===== src/rtl/decode_pkg.sv =====
// Shared decode definitions: opcode constants, ALU op codes, decoded bundle and decoder.
// Latency: the decoder function is purely combinational.
// Backpressure: none here; flow control lives in decode_stage / decode_fifo.
package decode_pkg;

  localparam int IR_W = 16;

  // R-class opcodes, taken from ir[14:6]
  localparam logic [8:0] OP_NOP      = 9'h000;
  localparam logic [8:0] OP_SHIFT_LO = 9'h009;
  localparam logic [8:0] OP_SHIFT_HI = 9'h00E;
  localparam logic [8:0] OP_DENSE_HI = 9'h010;  // 0x00..0x10 are all defined
  localparam logic [8:0] OP_SHOW     = 9'h012;
  localparam logic [8:0] OP_SHOWRR   = 9'h013;
  localparam logic [8:0] OP_R14      = 9'h014;
  localparam logic [8:0] OP_CMP      = 9'h016;

  // J-class sub-opcodes, taken from ir[14:11]; 0..5 are the jumps, 6 is LDI
  localparam logic [3:0] JOP_JUMP = 4'd5;
  localparam logic [3:0] JOP_LDI  = 4'd6;

  // ALU op codes
  localparam logic [4:0] ALU_NOP   = 5'h00;
  localparam logic [4:0] ALU_JBASE = 5'h17;  // JE; JB..JUMP follow consecutively
  localparam logic [4:0] ALU_LDI   = 5'h1D;

  // Decoded instruction bundle as carried through the queue
  typedef struct packed {
    logic [2:0] addr1;
    logic [2:0] addr2;
    logic [2:0] addr_wr;
    logic [4:0] alu_op;
    logic       wr;
    logic       show;
    logic       show_rr;
    logic       jmp;
    logic       flag_wr;
    logic       illegal;
    logic [7:0] jmp_addr;
    logic [2:0] imm;
  } bundle_t;

  localparam int BUNDLE_W = $bits(bundle_t);

  // Decode one instruction word; every field not defined by the opcode stays zero
  function automatic bundle_t decode_ir(input logic [IR_W-1:0] ir);
    bundle_t    b;
    logic [8:0] op;
    logic [3:0] jop;
    logic       r_legal;
    b       = '0;
    op      = ir[14:6];
    jop     = ir[14:11];
    r_legal = (op <= OP_DENSE_HI) || (op == OP_SHOW) || (op == OP_SHOWRR) ||
              (op == OP_R14) || (op == OP_CMP);
    if (ir[15]) begin
      if (jop <= JOP_JUMP) begin
        b.alu_op   = ALU_JBASE + {1'b0, jop};
        b.jmp      = 1'b1;
        b.flag_wr  = 1'b1;
        b.jmp_addr = ir[7:0];
      end else if (jop == JOP_LDI) begin
        b.alu_op   = ALU_LDI;
        b.wr       = 1'b1;
        b.flag_wr  = 1'b1;
        b.addr_wr  = ir[10:8];
        b.jmp_addr = ir[7:0];
      end else begin
        b.alu_op  = ALU_NOP;
        b.illegal = 1'b1;
      end
    end else if (r_legal) begin
      b.alu_op  = op[4:0];
      b.addr1   = ir[5:3];
      b.addr2   = ir[2:0];
      b.addr_wr = ir[5:3];
      b.wr      = !((op == OP_NOP) || (op == OP_SHOW) || (op == OP_SHOWRR) || (op == OP_CMP));
      b.show    = (op == OP_SHOW);
      b.show_rr = (op == OP_SHOWRR);
      b.flag_wr = !((op == OP_SHOW) || (op == OP_SHOWRR));
      if ((op >= OP_SHIFT_LO) && (op <= OP_SHIFT_HI)) begin
        b.imm = ir[2:0];
      end
    end else begin
      b.alu_op  = ALU_NOP;
      b.illegal = 1'b1;
    end
    return b;
  endfunction

endpackage


===== src/rtl/decode_fifo.sv =====
// Small circular queue of decoded bundles with flush.
// Latency: a pushed entry is visible at the head on the next cycle when the queue was empty.
// Backpressure: full blocks push; flush drops everything and blocks push/pop that cycle.
module decode_fifo #(
  parameter int WIDTH = 8,
  parameter int DEPTH = 2
) (
  input  logic             clk,
  input  logic             rst_n,
  input  logic             flush,
  input  logic             push,
  input  logic [WIDTH-1:0] push_dat,
  input  logic             pop,
  output logic [WIDTH-1:0] head_dat,
  output logic             full,
  output logic             empty
);

  localparam int AW = (DEPTH > 1) ? $clog2(DEPTH) : 1;
  localparam int CW = AW + 1;
  localparam logic [AW-1:0] PTR_ONE  = AW'(1);
  localparam logic [CW-1:0] CNT_ONE  = CW'(1);
  localparam logic [CW-1:0] CNT_FULL = CW'(DEPTH);

  logic [WIDTH-1:0] mem [DEPTH];
  logic [AW-1:0]    wr_ptr;
  logic [AW-1:0]    rd_ptr;
  logic [CW-1:0]    count;
  logic             do_push;
  logic             do_pop;

  assign full     = (count == CNT_FULL);
  assign empty    = (count == '0);
  assign do_push  = push && !full && !flush;
  assign do_pop   = pop && !empty && !flush;
  assign head_dat = mem[rd_ptr];

  // Storage write; contents are never read while count says the slot is empty
  always_ff @(posedge clk) begin
    if (do_push) begin
      mem[wr_ptr] <= push_dat;
    end
  end

  // Pointers wrap naturally modulo the power-of-2 depth; count tracks occupancy
  always_ff @(posedge clk or negedge rst_n) begin
    if (!rst_n) begin
      wr_ptr <= '0;
      rd_ptr <= '0;
      count  <= '0;
    end else if (flush) begin
      wr_ptr <= '0;
      rd_ptr <= '0;
      count  <= '0;
    end else begin
      if (do_push) begin
        wr_ptr <= wr_ptr + PTR_ONE;
      end
      if (do_pop) begin
        rd_ptr <= rd_ptr + PTR_ONE;
      end
      case ({do_push, do_pop})
        2'b10:   count <= count + CNT_ONE;
        2'b01:   count <= count - CNT_ONE;
        default: count <= count;
      endcase
    end
  end

endmodule


===== src/rtl/decode_stage.sv =====
// Instruction decode stage: decodes at accept and queues the bundle for the consumer.
// Latency: 1 cycle from accept to out_valid on an empty queue.
// Backpressure: ir_ready drops when the queue is full, during flush and during reset.
module decode_stage
  import decode_pkg::*;
#(
  parameter int DEPTH = 2,
  parameter int CNT_W = 8
) (
  input  logic             clk,
  input  logic             rst_n,
  input  logic             ir_valid,
  input  logic [IR_W-1:0]  ir,
  output logic             ir_ready,
  input  logic             flush,
  input  logic             ill_clr,
  output logic             out_valid,
  input  logic             out_ready,
  output logic [2:0]       addr1,
  output logic [2:0]       addr2,
  output logic [2:0]       addr_wr,
  output logic [4:0]       alu_op,
  output logic             wr,
  output logic             show,
  output logic             show_rr,
  output logic             jmp,
  output logic             flag_wr,
  output logic             illegal,
  output logic [7:0]       jmp_addr,
  output logic [2:0]       imm,
  output logic [CNT_W-1:0] ill_cnt
);

  localparam logic [CNT_W-1:0] CNT_ONE = CNT_W'(1);
  localparam logic [CNT_W-1:0] CNT_MAX = {CNT_W{1'b1}};

  bundle_t dec_dat;
  bundle_t head_dat;
  bundle_t head_q;
  logic    full;
  logic    empty;
  logic    push_vld;
  logic    pop_vld;
  logic    ill_accept;

  assign dec_dat    = decode_ir(ir);
  assign ir_ready   = rst_n && !full && !flush;
  assign push_vld   = ir_valid && ir_ready;
  assign out_valid  = !empty;
  assign pop_vld    = out_valid && out_ready;
  assign ill_accept = push_vld && dec_dat.illegal;

  decode_fifo #(
    .WIDTH (BUNDLE_W),
    .DEPTH (DEPTH)
  ) u_fifo (
    .clk      (clk),
    .rst_n    (rst_n),
    .flush    (flush),
    .push     (push_vld),
    .push_dat (dec_dat),
    .pop      (pop_vld),
    .head_dat (head_dat),
    .full     (full),
    .empty    (empty)
  );

  // Head fields read zero whenever there is no valid entry (including reset)
  assign head_q   = out_valid ? head_dat : '0;
  assign addr1    = head_q.addr1;
  assign addr2    = head_q.addr2;
  assign addr_wr  = head_q.addr_wr;
  assign alu_op   = head_q.alu_op;
  assign wr       = head_q.wr;
  assign show     = head_q.show;
  assign show_rr  = head_q.show_rr;
  assign jmp      = head_q.jmp;
  assign flag_wr  = head_q.flag_wr;
  assign illegal  = head_q.illegal;
  assign jmp_addr = head_q.jmp_addr;
  assign imm      = head_q.imm;

  // Saturating illegal counter; a same-cycle illegal accept wins over clear and counts as one
  always_ff @(posedge clk or negedge rst_n) begin
    if (!rst_n) begin
      ill_cnt <= '0;
    end else if (ill_accept) begin
      if (ill_clr) begin
        ill_cnt <= CNT_ONE;
      end else if (ill_cnt != CNT_MAX) begin
        ill_cnt <= ill_cnt + CNT_ONE;
      end
    end else if (ill_clr) begin
      ill_cnt <= '0;
    end
  end

endmodule


===== config.mk =====
export PLATFORM = sky130hd
export DESIGN_NAME = decode_stage
export DESIGN_NICKNAME = d
export VERILOG_FILES = /design/src/rtl/decode_pkg.sv /design/src/rtl/decode_fifo.sv /design/src/rtl/decode_stage.sv
export SDC_FILE = /design/constraint.sdc
export NUM_CORES = 1
export LEC_CHECK = 0
export BUFFER_PORTS_ARGS = -buffer_cell sky130_fd_sc_hd__buf_2
export CELL_PAD_IN_SITES_DETAIL_PLACEMENT = 0
export CELL_PAD_IN_SITES_GLOBAL_PLACEMENT = 1
export CORE_MARGIN = 2
export CORE_UTILIZATION = 30
export DETAILED_ROUTE_END_ITERATION = 12
export PLACE_DENSITY = 0.59
export SYNTH_ARGS = -nofsm -noshare
export SYNTH_HDL_FRONTEND = slang
export SYNTH_HIERARCHICAL = 1
export SYNTH_SLANG_ARGS = --single-unit

===== constraint.sdc =====
create_clock -name clk -period 9.55 [get_ports clk]
set_input_delay 0.955 -clock clk [delete_from_list [all_inputs] [get_ports clk]]
set_output_delay 0.955 -clock clk [all_outputs]
set_load 0.005 [all_outputs]

# After elaboration in Yosys (flattened, before gate mapping)
# Memories as Yosys holds them, arrays and structs flattened.
# Cells that the tools add are included.
# Widths: inputs -> output; s select.
[totals]
register_bits = 12
ram_bits = 62
in_bits = 22
out_inout_bits = 41
word_cells = 94
memories = 1
[classes]
addsub = 6
n_lt_le_gt_ge = 4
n_eq_ne = 9
mux = 39
n_reduce_logical = 31
[memory_table]
columns = ["name", "depth", "width", "read_ports", "rd_ports_with_merged_regs", "wr", "line_no", "rtl"]
rows = [
  ["u_fifo.mem", 2, 31, 1, 0, 1, "decode_fifo.sv:25", "logic [WIDTH-1:0] mem [DEPTH];"],
]
[ops]
columns = ["cell", "n"]
rows = [
  ["$mux 8", 7],
  ["$eq 9x5->1 const B", 4],
  ["$mux 31", 1],
  ["$mux 3", 6],
  ["$mux 9", 2],
  ["$mux 1", 15],
  ["$mux 5", 3],
  ["$logic_and 1x1->1", 10],
  ["$ge 9x4->1 const B", 1],
  ["$le 9x4->1 const B", 1],
  ["$le 9x5->1 const B", 1],
  ["$logic_not 9->1", 1],
  ["$add 8x1->8 const B", 1],
  ["$logic_or 1x1->1", 8],
  ["$ne 8x8->1 const B", 1],
  ["$reduce_bool 2->1", 4],
  ["$mux 2", 3],
  ["$mux 6", 1],
  ["$add 5x4->5 const A", 1],
  ["$logic_not 1->1", 5],
  ["$eq 2x2->1 const B", 2],
  ["$eq 4x3->1 const B", 1],
  ["$le 4x3->1 const B", 1],
  ["$pmux 2 s2", 1],
  ["7 further kinds", 8],
]

# Longest topological paths before layout
# Gate-level depths: netlist of run 1.
[logic_depth]
depth_word = 10
ltp_mapped = 8
depth_no_buf = 7

# By module
# The synthesis of run 1 kept the hierarchy.
[modules_own_cells]
columns = ["module", "n_inst", "cells_each", "area_each_um2", "seq_area_each_um2"]
rows = [
  ["decode_fifo", 1, 122, 2449.8, 1961.9],
  ["decode_stage", 1, 166, 1229.9, 200.2],
]

# Worst setup path after synthesis of run 1
# Ideal clock, no wire load.
[synth_path]
path_type = "input to register"
start = "in flush"
end = "mem u_fifo/mem[1][0] (netlist name) (enable)"
setup_time_ns = 0.464
arrival_ns = 3.752
required_time_ns = 9.086
slack_ns = 5.333
path_stages = 3
path_buffers = 0
cell_sequence = "and4bb_2 -> nand2b_1 -> nor3b_1"
[synth_between]
elab_chain_len = 7
[synth_lines]
columns = ["element", "line_no", "rtl"]
rows = [
  ["start, declared", "decode_stage.sv:15", "input logic flush,"],
  ["$logic_not 1->1 *", "decode_fifo.sv:34, decode_stage.sv:47", ""],
  ["$logic_and 1x1->1", "decode_stage.sv:47", "assign ir_ready = rst_n && !full && !flush;"],
  ["$logic_and 1x1->1", "decode_stage.sv:48", "assign push_vld = ir_valid && ir_ready;"],
  ["$logic_and 1x1->1", "decode_fifo.sv:34", "assign do_push = push && !full && !flush;"],
  ["$logic_and 1x1->1 *", "decode_fifo.sv:34", ""],
  ["$mux 1 *", "decode_fifo.sv:40", "if (do_push) begin"],
  ["$mux 1 (not written as such) *", "decode_fifo.sv:41", "mem[wr_ptr] <= push_dat;"],
  ["end, declared", "decode_fifo.sv:25", ""],
]
# Mark *: on every way between the ends. The rest lies on a longest branch, timed or not.

==> impl_results.rst, run 1 <==
.. list-table::
   :header-rows: 1

   * - Metric
     - Value
   * - Result of the run
     - complete, no violations
   * - Post-synth ARST share
     - 0.1622
   * - Max-slew headroom at the worst pin
     - 0.4656
   * - Number of nets with antenna violations after routing
     - 0
   * - Warnings from Yosys
     - 6
   * - Clock latency at the later pin of the worst-skew pair
     - 0.33 ns
   * - Category of the worst setup path launch point
     - input pin
   * - Synth top cells by count
     - sky130_fd_sc_hd__edfxtp_1, sky130_fd_sc_hd__nor2b_1, sky130_fd_sc_hd__mux2_2
   * - Share of total power in combinational logic
     - 0.070
   * - Proportion of total power due to net switching
     - 0.2235
   * - Fraction of the yosys area taken by sequential cells
     - 0.5876
   * - Most instantiated flip-flop cell in the synthesis netlist
     - sky130_fd_sc_hd__edfxtp_1
   * - CTS Hold Bufs
     - 0
   * - DRT Pass-1 Iters
     - 4
   * - Clock period minus worst slack
     - 3.110 ns
   * - Layout Area Growth over Synthesis
     - 21.32%
   * - Cell type with the highest aggregate area in the netlist
     - sky130_fd_sc_hd__edfxtp_1
   * - Combined area of all synthesized cells
     - 0.003680 mm2
   * - Relative contribution of sequential cells to total power
     - 0.477
   * - Routability congestion estimate
     - 0.7763
   * - IR Drop Worst-Case VDD
     - 0.08938 mV
   * - Buf/Inv on CP
     - 2
   * - Overall global routing resource usage
     - 0.1267
   * - CTS Buffer Depth
     - 2
   * - # fillers
     - 1197
   * - Number of maximum-capacitance violations
     - 0
   * - Number of global-route vias before repair
     - 2486
   * - Average wire length per cell after detail routing
     - 15.71 um
   * - Maximum cell stage delay along the critical path
     - 0.63 ns
   * - Site Rows
     - 40
   * - Count of routing violations after the opening detailed-route iteration
     - 115
   * - Vias
     - 2451
   * - Leakage power
     - 1.722 nW
   * - Setup total negative slack
     - 0 ns
   * - Horizontal die dimension
     - 114.8 um
   * - Number of synthesized register bits
     - 74
   * - Final HPWL from detailed placement
     - 5371 um
   * - Critical path required time
     - 9.73 ns
   * - Peak fanout along the critical path
     - 12
   * - Number of clock sinks
     - 74
   * - Number of antenna violations at the first check in global routing
     - 0
   * - Nets@finish
     - 380
   * - Root Buffer
     - sky130_fd_sc_hd__clkbuf_16
   * - Arrival time of the worst setup path
     - 3.29 ns
   * - Area inside the core boundary
     - 0.01201 mm2
   * - Number of instances in the synthesized netlist
     - 288
   * - Initial cell density of the core
     - 0.3064
   * - Total nets after synthesis
     - 315
   * - Unrepaired setup endpoints after global routing
     - no
   * - Pin count of the biggest net entering global routing
     - 33
   * - Cell with the biggest individual delay on the critical path
     - sky130_fd_sc_hd__or4b_2
   * - Antenna Diode Count
     - 0
   * - Post-route standard cell area excluding fillers
     - 0.004464 mm2
   * - Power per Cell Area
     - 167.3 mW/mm2
   * - Cells along the critical path
     - buf_2 > inv_1 > ha_1 > or4b_2 > nor2_1 > or2_1 > and3_1 > and2_1
   * - Port Buf Inserts
     - 62
   * - CP Class
     - input pin to flip-flop
   * - Total clock buffers created by CTS
     - 9
   * - Slew at the pin with the worst max-slew slack
     - 0.8016 ns
   * - Clock group share of total power
     - 0.453
   * - Count of distinct cell types in the synthesized netlist
     - 53
   * - Clock slew at the register clock pins of the worst setup and hold paths
     - 0.06 ns
   * - Crit end category
     - flip-flop
   * - Type of the worst min-delay path
     - input pin to async pin
   * - Finish-stage setup viols
     - 0
   * - Final Skew
     - 0.006599 ns
   * - Die Height
     - 114.8 um
   * - Ratio of cells with drive above 1 in the final layout
     - 0.3464
   * - Cell-internal power
     - 0.0005798 W
   * - Dpl cell area
     - 0.004161 mm2
   * - Hold violation count in the final report
     - 0
   * - Buffers inserted by post-CTS timing repair
     - 0
   * - Total global routing overflow
     - 0
   * - Sw power
     - 0.0001669 W
   * - H-Tree Depth
     - 3
   * - Portion of the clock cycle consumed by the worst path in the final layout
     - 0.3257
   * - Die area
     - 0.01317 mm2
   * - Maximum frequency from static timing analysis
     - 321.5 MHz
   * - Global-route wire length before repair
     - 12740 um
   * - Post-CTS sizing
     - 0
   * - Number of max-slew violations in the final report
     - 0
   * - CTS tree
     - done
   * - Number of top-level pins
     - 63
   * - Count of unresolved DRC violations after routing
     - 0
   * - Vias per std cell
     - 4.853
   * - Number of synthesized flops with an enable pin
     - 62
   * - Dominant cell by count in the synthesized netlist
     - sky130_fd_sc_hd__edfxtp_1
   * - Drt total wl
     - 7936 um
   * - Total Power
     - 0.0007467 W
   * - Post-Synthesis Mean Instance Area
     - 12.78 um2
   * - Gate family responsible for the most delay along the worst path
     - simple AND/OR/NAND/NOR gates
   * - Top post-synthesis cells by area
     - sky130_fd_sc_hd__edfxtp_1, sky130_fd_sc_hd__mux2_2, sky130_fd_sc_hd__dfrtp_1, sky130_fd_sc_hd__nor2b_1, sky130_fd_sc_hd__and2_1
   * - Share of the synthesized area in the top cell type
     - 0.5060
[per-layer routing]
layer  GRT usage  routed length (um)  vias up
li1            -                   -     1190
met1      0.1694                3777     1208
met2      0.2110                3846       49
met3     0.02530                 245        4
met4     0.03534                  66        0
met5           0                   0        -
[path summary, 6_finish.rpt]
| kind | slack, ns | endpoint | cells past startpoint | from |
|---|---|---|---|---|
| setup / recovery | 6.44 | u_fifo/mem[1][2] | 8 | ir[11] |
| max in group asynchronous | 8.78 | u_fifo/rd_ptr | 1 | rst_n |
| hold / removal | 0.51 | ill_cnt[1] | 1 | rst_n |
| min in group clk | 0.59 | ill_cnt[1] | 2 | ill_cnt[1] |
| hold reg to reg | 0.59 | ill_cnt[1] | 2 | ill_cnt[1] |
| setup reg to reg | 7.35 | ill_cnt[5] | 6 | u_fifo/count[1] |
[area by class of cell]
type,instances,area [um2],area share
inverters,8,30.03,0.006726
clock buffers,9,225.2,0.05045
clock inverters,7,77.57,0.01738
multi-input cells,194,1444,0.3234
repair buffers,66,340.3,0.07623
flip-flops and latches,74,2163,0.4846
well taps,147,183.9,0.04120
[power groups by stage]
stage	clock network [W]	logic [W]	registers (W)
5_1_grt	0.000360	0.0000585	0.000356
3_5_place_dp	0	0.0000532	0.000363
4_1_cts	0.000347	0.0000534	0.000356
6_report	0.000339	0.0000521	0.000356
2_1_floorplan	0	0.0000292	0.000362
3_3_place_gp	0	0.0000529	0.000363
[sequential cells by signal (all words and copies together) (netlist names)]
name           cells
ill_cnt            8
u_fifo/count       2
u_fifo/mem        62
u_fifo/rd_ptr      1
u_fifo/wr_ptr      1
[cell families after synthesis]
| logic type | count (synthesis) | synth area share |
|---|---|---|
| AOI/OAI and AO/OA | 33 | 0.06665 |
| xor gates and xnor gates | 4 | 0.009522 |
| adders and majority gates | 5 | 0.01700 |
| buffers and inverters | 20 | 0.02346 |
| DFF | 74 | 0.5876 |
| muxes | 34 | 0.1034 |
| and+or+nand+nor | 118 | 0.1925 |
[cells in the final DEF, fill, tap and decap left out, types with 3 or more instances in the layout]
cell type,count
sky130_fd_sc_hd__buf_4,4
sky130_fd_sc_hd__o22ai_1,3
sky130_fd_sc_hd__nor4_1,5
sky130_fd_sc_hd__nor2b_1,35
sky130_fd_sc_hd__mux2_1,5
sky130_fd_sc_hd__clkbuf_16,9
sky130_fd_sc_hd__mux2_2,27
sky130_fd_sc_hd__nand4_1,3
sky130_fd_sc_hd__nand3_1,5
sky130_fd_sc_hd__and2_1,16
sky130_fd_sc_hd__clkinv_4,3
sky130_fd_sc_hd__a21oi_1,5
sky130_fd_sc_hd__ha_1,5
sky130_fd_sc_hd__and3_1,5
sky130_fd_sc_hd__nor3b_1,3
sky130_fd_sc_hd__nor2_1,16
sky130_fd_sc_hd__edfxtp_1,62
sky130_fd_sc_hd__inv_1,7
sky130_fd_sc_hd__o21ai_0,6
sky130_fd_sc_hd__buf_2,62
sky130_fd_sc_hd__nand2b_1,5
sky130_fd_sc_hd__dfrtp_1,11
sky130_fd_sc_hd__nand2_1,5
sky130_fd_sc_hd__nor3_1,5
[through the flow]
step | utilization | hold WS, ns | cells | setup slack (ns)
2_1_floorplan | - | 0.5295 | 288 | 5.333
3_3_place_gp | 0.3465 | 0.5603 | 489 | 6.173
3_5_place_dp | 0.3465 | 0.5764 | 489 | 6.083
4_1_cts | 0.3717 | 0.5174 | 505 | 6.425
5_1_grt | 0.3717 | 0.5281 | 505 | 6.200
6_report | 0.3717 | 0.5104 | 505 | 6.440
(Power assumes the default switching activity.)
==> run 2: changes to the inputs <==
==> constraint.sdc (replaced) <==
create_clock -name clk -period 3 [get_ports clk]
set_input_delay 0.3 -clock clk [delete_from_list [all_inputs] [get_ports clk]]
set_output_delay 0.3 -clock clk [all_outputs]
set_load 0.005 [all_outputs]
==> impl_results.rst, run 2 (synthesis results as in run 1) <==
.. list-table::
   :header-rows: 1

   * - Metric
     - Value
   * - Number of clock sinks
     - 74
   * - Number of maximum-capacitance violations
     - 0
   * - Die area
     - 0.01317 mm2
   * - Portion of the clock cycle consumed by the worst path in the final layout
     - 0.7935
   * - Cell-internal power
     - 0.001848 W
   * - Category of the worst setup path launch point
     - input pin
   * - Final critical-path setup slack
     - 0.6195 ns
   * - CTS Hold Bufs
     - 1
   * - Type of the worst min-delay path
     - input pin to flip-flop
   * - Number of top-level pins
     - 63
   * - Clock period minus worst slack
     - 2.381 ns
   * - Finish-stage setup viols
     - 0
   * - Antenna Diode Count
     - 0
   * - Number of global-route vias before repair
     - 2368
   * - Root Buffer
     - sky130_fd_sc_hd__clkbuf_16
   * - Top library cells by usage in the layout, fill and taps aside
     - sky130_fd_sc_hd__buf_2, sky130_fd_sc_hd__edfxtp_1, sky130_fd_sc_hd__nor2b_1
   * - Layout Area Growth over Synthesis
     - 22.68%
   * - Unrepaired setup endpoints after global routing
     - no
   * - Setup total negative slack
     - 0 ns
   * - Post-CTS sizing
     - 0
   * - Post-route standard cell area excluding fillers
     - 0.004514 mm2
   * - Pin count of the biggest net entering global routing
     - 34
   * - CTS Buffer Depth
     - 2
   * - Dpl cell area
     - 0.004203 mm2
   * - Average wire length per cell after detail routing
     - 15.90 um
   * - Port Buf Inserts
     - 62
   * - Die Height
     - 114.8 um
   * - Initial cell density of the core
     - 0.3064
   * - Maximum frequency from static timing analysis
     - 420.1 MHz
   * - Number of flip-flops under the largest register name
     - 62
   * - DRT Pass-1 Iters
     - 4
   * - Register containing the most flip-flops in the final layout
     - u_fifo/mem
   * - Clock group share of total power
     - 0.454
   * - Number of cells in the finished layout apart from fillers
     - 510
   * - Number of max-slew violations in the final report
     - 0
   * - Peak fanout along the critical path
     - 31
   * - Fraction of the core area covered by cells at the end of the flow
     - 0.3758
   * - Number of antenna violations at the first check in global routing
     - 0
   * - Number of cells after detailed placement
     - 493
   * - Hold violation count in the final report
     - 0
   * - CTS tree
     - done
   * - IR Drop Worst-Case VDD
     - 0.2099 mV
   * - Vias per std cell
     - 4.845
   * - CP Class
     - input pin to flip-flop
   * - Site Rows
     - 40
   * - Final Skew
     - 0.005853 ns
   * - Minimum setup slack after placement
     - 0.4749 ns
   * - Routability congestion estimate
     - 0.7739
   * - Proportion of total power due to net switching
     - 0.2256
   * - Buffers inserted by post-CTS timing repair
     - 0
   * - Clock latency at the later pin of the worst-skew pair
     - 0.33 ns
   * - Arrival time of the worst setup path
     - 2.36 ns
   * - Critical path required time
     - 2.98 ns
   * - Global-route wire length before repair
     - 12680 um
   * - Vias
     - 2471
   * - Relative contribution of sequential cells to total power
     - 0.474
   * - Top Registers
     - u_fifo/mem (62), ill_cnt (8), u_fifo/count (2)
   * - Clock slew at the register clock pins of the worst setup and hold paths
     - 0.06 ns
   * - Leakage power
     - 1.754 nW
   * - Share of total power in combinational logic
     - 0.071
   * - H-Tree Depth
     - 3
   * - Number of nets with antenna violations after routing
     - 0
   * - Nets@finish
     - 385
   * - Max-slew headroom at the worst pin
     - 0.6582
   * - Ratio of cells with drive above 1 in the final layout
     - 0.3471
   * - Count of unresolved DRC violations after routing
     - 0
   * - Power per Cell Area
     - 528.7 mW/mm2
   * - Horizontal die dimension
     - 114.8 um
   * - Slew at the pin with the worst max-slew slack
     - 0.5080 ns
   * - Total global routing overflow
     - 0
   * - Count of routing violations after the opening detailed-route iteration
     - 189
   * - Result of the run
     - complete, no violations
   * - Drt total wl
     - 8111 um
   * - Overall global routing resource usage
     - 0.1275
   * - Area inside the core boundary
     - 0.01201 mm2
   * - Crit end category
     - flip-flop
   * - Final HPWL from detailed placement
     - 5473 um
   * - Total clock buffers created by CTS
     - 9
   * - Sw power
     - 0.0005385 W
-- run 2: changes by cell type in the layout (fill, tap and decap cells not counted), sizes merged --
cell	change
dlygate4sd3	+1
buf	+4
inv	+1
clkinv	-1
-- run 2: through the flow --
stage | hold WS, ns | power [W]
finish | 0.2679 | 0.002387
global route | 0.2816 | 0.002483
CTS | 0.2562 | 0.002420
detailed placement | 0.2173 | 0.001326
global placement | 0.2164 | 0.001324
floorplan | 0.004409 | 0.001245
-- run 2: layer usage --
layer | global-route usage | vias to the layer above | part of all wire
met1 | 0.1725 | 1210 | 0.48
met4 | 0.04337 | 0 | 0.011
met3 | 0.02636 | 8 | 0.035
met5 | 0 | - | 0
met2 | 0.2055 | 52 | 0.48
li1 | - | 1201 | -
-- run 2: worst max-delay path, stage by stage --
cell and delay [ns]:
sky130_fd_sc_hd__dlygate4sd3_1 0.51, sky130_fd_sc_hd__buf_2 0.30, sky130_fd_sc_hd__and4bb_2 0.42, sky130_fd_sc_hd__nand2b_1 0.18, sky130_fd_sc_hd__nor3b_4 0.21, sky130_fd_sc_hd__buf_4 0.41
-- run 2: power by group through the flow --
stage / Combinational, W / Clock, W / Sequential, W
after floorplan: 0.0000934 / 0 / 0.00115
after global placement: 0.000171 / 0 / 0.00115
after detailed placement: 0.000172 / 0 / 0.00115
after CTS: 0.000174 / 0.00111 / 0.00113
after global routing: 0.000191 / 0.00116 / 0.00113
final: 0.000170 / 0.00108 / 0.00113
-- run 2: path summary, 6_finish.rpt --
check | startpoint | to | slack, ns | cells past startpoint
setup / recovery | rst_n | u_fifo/mem[1][9] | 0.62 | 6
hold reg to reg | ill_cnt[1] | ill_cnt[1] | 0.58 | 2
setup reg to reg | u_fifo/count[1] | u_fifo/mem[1][9] | 0.78 | 5
max in group asynchronous | rst_n | u_fifo/rd_ptr | 2.37 | 2
hold / removal | ill_clr | ill_cnt[4] | 0.27 | 2
min in group asynchronous | rst_n | u_fifo/count[1] | 0.39 | 2
-- run 2: layout make-up --
class	count	area (um2)
Clock buffer	9	225.2
Clock inverter	7	76.32
Fill cell	1188	7497
Inverter	8	30.03
Multi-Input combinational cell	194	1456
Sequential cell	74	2162
Tap cell	147	183.9
Timing Repair Buffer	71	380.4
==> run 3: changes to the inputs <==
--- a/config.mk
+++ b/config.mk
@@ -5,13 +5,14 @@
 export SDC_FILE = /design/constraint.sdc
 export NUM_CORES = 1
 export LEC_CHECK = 0
+export ABC_AREA = 1
 export BUFFER_PORTS_ARGS = -buffer_cell sky130_fd_sc_hd__buf_2
 export CELL_PAD_IN_SITES_DETAIL_PLACEMENT = 0
 export CELL_PAD_IN_SITES_GLOBAL_PLACEMENT = 1
 export CORE_MARGIN = 2
 export CORE_UTILIZATION = 30
 export DETAILED_ROUTE_END_ITERATION = 12
-export PLACE_DENSITY = 0.59
+export PLACE_DENSITY = 0.62
 export SYNTH_ARGS = -nofsm -noshare
 export SYNTH_HDL_FRONTEND = slang
 export SYNTH_HIERARCHICAL = 1
==> constraint.sdc (replaced) <==
create_clock -name clk -period 2.3 [get_ports clk]
set_input_delay 0.23 -clock clk [delete_from_list [all_inputs] [get_ports clk]]
set_output_delay 0.23 -clock clk [all_outputs]
set_load 0.005 [all_outputs]
==> impl_results.rst, run 3 <==
.. list-table::
   :header-rows: 1

   * - Metric
     - Value
   * - FF-to-FF End
     - u_fifo/mem[0][19]
   * - Total nets after synthesis
     - 479
   * - Top post-synthesis cells by area
     - sky130_fd_sc_hd__edfxtp_1, sky130_fd_sc_hd__nand2_1, sky130_fd_sc_hd__dfrtp_1, sky130_fd_sc_hd__nor2_1, sky130_fd_sc_hd__inv_1
   * - Synth top cells by count
     - sky130_fd_sc_hd__nand2_1, sky130_fd_sc_hd__nor2_1, sky130_fd_sc_hd__inv_1
   * - Number of antenna violations at the first check in global routing
     - 0
   * - Total Power
     - 0.004268 W
   * - Cell count of the worst reg-to-reg path
     - 8
   * - DRT Pass-1 Iters
     - 4
   * - Setup total negative slack
     - 0 ns
   * - CTS Hold Bufs
     - 1
   * - Die Height
     - 117.3 um
   * - Initial cell density of the core
     - 0.3064
   * - Hold violation count in the final report
     - 0
   * - Port Buf Inserts
     - 62
   * - Clock slew at the register clock pins of the worst setup and hold paths
     - 0.06 ns
   * - Clock latency at the later pin of the worst-skew pair
     - 0.32 ns
   * - Number of global-route vias before repair
     - 2868
   * - Vias per std cell
     - 4.376
   * - Max-slew headroom at the worst pin
     - 0.7274
   * - Vias
     - 3046
   * - Combined area of all synthesized cells
     - 0.003851 mm2
   * - Nets@finish
     - 546
   * - Post-Synthesis Mean Instance Area
     - 8.520 um2
   * - Number of maximum-capacitance violations
     - 0
   * - CTS tree
     - done
   * - Global-route wire length before repair
     - 14610 um
   * - Fraction of the yosys area taken by sequential cells
     - 0.5614
   * - Root Buffer
     - sky130_fd_sc_hd__clkbuf_16
   * - Arrival time of the worst setup path
     - 1.71 ns
   * - Die area
     - 0.01376 mm2
   * - Area inside the core boundary
     - 0.01257 mm2
   * - Number of cells after detailed placement
     - 679
   * - Number of instances in the synthesized netlist
     - 452
   * - Critical path required time
     - 2.07 ns
   * - # fillers
     - 1292
   * - Top library cells by usage in the layout, fill and taps aside
     - sky130_fd_sc_hd__nand2_1, sky130_fd_sc_hd__inv_1, sky130_fd_sc_hd__nor2_1
   * - Cell depth of the worst hold path
     - 4
   * - Site Rows
     - 41
   * - Number of synthesized register bits
     - 74
   * - Area taken by flip-flops and latches
     - 0.002162 mm2
   * - Count of routing violations after the opening detailed-route iteration
     - 236
   * - CP Class
     - flip-flop to primary output
   * - Number of cells in the finished layout apart from fillers
     - 696
   * - Warnings from Yosys
     - 6
   * - Number of clock sinks
     - 74
   * - Dominant cell by count in the synthesized netlist
     - sky130_fd_sc_hd__nand2_1
   * - Cell type with the highest aggregate area in the netlist
     - sky130_fd_sc_hd__edfxtp_1
   * - Slew at the pin with the worst max-slew slack
     - 0.4079 ns
   * - Register containing the most flip-flops in the final layout
     - u_fifo/mem
   * - Crit end category
     - primary output
   * - IR Drop Worst-Case VDD
     - 0.3715 mV
   * - Leakage power
     - 2.256 nW
   * - Post-synth ARST share
     - 0.1622
   * - Finish-stage setup viols
     - 0
   * - Total global routing overflow
     - 0
   * - Most common library cell in the layout ignoring fill and taps
     - sky130_fd_sc_hd__nand2_1
   * - Most instantiated flip-flop cell in the synthesis netlist
     - sky130_fd_sc_hd__edfxtp_1
   * - Layout Area Growth over Synthesis
     - 23.52%
   * - Ratio of cells with drive above 1 in the final layout
     - 0.2061
   * - Category of the worst setup path launch point
     - flip-flop
   * - Number of flip-flops under the largest register name
     - 62
   * - Type of the worst min-delay path
     - input pin to flip-flop
   * - Top Registers
     - u_fifo/mem (62), ill_cnt (8), u_fifo/count (2)
   * - Horizontal die dimension
     - 117.3 um
   * - CTS Buffer Depth
     - 2
   * - Power per Cell Area
     - 897.2 mW/mm2
   * - Count of distinct cell types in the synthesized netlist
     - 33
   * - Share of the synthesized area in the top cell type
     - 0.4834
   * - Count of unresolved DRC violations after routing
     - 0
   * - Number of top-level pins
     - 63
   * - Routability congestion estimate
     - 0.7838
   * - Worst-case hold slack
     - 0.2135 ns
   * - Reg2Reg Launch Point
     - u_fifo/count[0]
   * - Unrepaired setup endpoints after global routing
     - no
   * - Setup slack on the worst flop-to-flop path
     - 0.38 ns
   * - Critical path capture point
     - addr1[0]
   * - Number of max-slew violations in the final report
     - 0
   * - Number of synthesized flops with an enable pin
     - 62
   * - Final HPWL from detailed placement
     - 6175 um
   * - Pin count of the biggest net entering global routing
     - 34
   * - Final Skew
     - 0.003499 ns
   * - Post-route standard cell area excluding fillers
     - 0.004757 mm2
   * - CP startpoint
     - u_fifo/rd_ptr
   * - Antenna Diode Count
     - 0
   * - Drt total wl
     - 8719 um
   * - H-Tree Depth
     - 3
   * - Total area of multi-input combinational cells
     - 0.001359 mm2
   * - Buffers inserted by post-CTS timing repair
     - 0
   * - Peak fanout along the critical path
     - 25
   * - Dpl cell area
     - 0.004398 mm2
   * - Maximum frequency from static timing analysis
     - 515.2 MHz
   * - Post-CTS sizing
     - 0
   * - Average wire length per cell after detail routing
     - 12.53 um
   * - Total clock buffers created by CTS
     - 9
   * - Portion of the clock cycle consumed by the worst path in the final layout
     - 0.8439
   * - Clock period minus worst slack
     - 1.941 ns
   * - Result of the run
     - complete, no violations
   * - Overall global routing resource usage
     - 0.1345
   * - Number of nets with antenna violations after routing
     - 0
[run 3: cell count changes after synthesis, sizes merged, moves of 4 or more]
cell,change
mux2,-32
nand2b,-5
and2,-17
nand4,+8
and3,-5
inv,+62
nand3,+21
a21o,-4
nor4,-5
nor2b,-35
buf,+4
nand2,+141
nor2,+57
[run 3: worst min path at each step]
stage | from | endpoint | slack [ns]
2_1_floorplan | rst_n | ill_cnt[0] | -0.07
3_3_place_gp | rst_n | u_fifo/count[1] | 0.19
3_5_place_dp | rst_n | u_fifo/count[1] | 0.19
4_1_cts | flush | u_fifo/count[0] | 0.19
5_1_grt | flush | u_fifo/count[0] | 0.26
6_report | flush | u_fifo/count[0] | 0.21
[run 3: layout make-up]
class / instances / area share
clock buffers: 9 / 0.04734
well taps: 172 / 0.04524
inverters: 71 / 0.05602
repair buffers: 71 / 0.08522
multi-input cells: 292 / 0.2856
clock inverters: 7 / 0.02604
flip-flops and latches: 74 / 0.4545
[run 3: report_power, final]
| part | switching, W | internal [W] | leakage, nW |
|---|---|---|---|
| Sequential | 0.0000346 | 0.00150 | 0.681 |
| Combinational | 0.000688 | 0.000428 | 1.41 |
| Clock | 0.000544 | 0.00107 | 0.167 |
| Total | 0.00127 | 0.00300 | 2.26 |
[run 3: kinds of logic after synthesis]
kind of cell | Yosys count | synth area share
adders and majority gates | 5 | 0.01624
xor gates and xnor gates | 1 | 0.002275
AOI/OAI and AO/OA | 20 | 0.03736
buffers and inverters | 86 | 0.09032
and+or+nand+nor | 266 | 0.2924
DFF | 74 | 0.5614
[run 3: critical path, stage by stage (launching register included)]
cell and delay (ns):
sky130_fd_sc_hd__dfrtp_1 0.37, sky130_fd_sc_hd__inv_1 0.23, sky130_fd_sc_hd__buf_4 0.35, sky130_fd_sc_hd__nand2_1 0.09, sky130_fd_sc_hd__nand2_1 0.08, sky130_fd_sc_hd__inv_1 0.04
sky130_fd_sc_hd__nor2_1 0.09, sky130_fd_sc_hd__buf_2 0.12
[run 3: per-layer routing]
metal	vias to the layer above	routed length, um	share of wire	global-route usage
met2	68	4223	0.48	0.2208
met4	0	44	0.0050	0.04895
li1	1572	-	-	-
met1	1402	4078	0.47	0.1775
met5	-	0	0	0
met3	4	372	0.043	0.02578
[run 3: through the flow]
stage	util	setup slack, ns
CTS	0.3785	0.3149
global placement	0.3499	0.4507
floorplan	-	0.1406
global route	0.3785	0.1980
finish	0.3785	0.3590
detailed placement	0.3499	0.3853
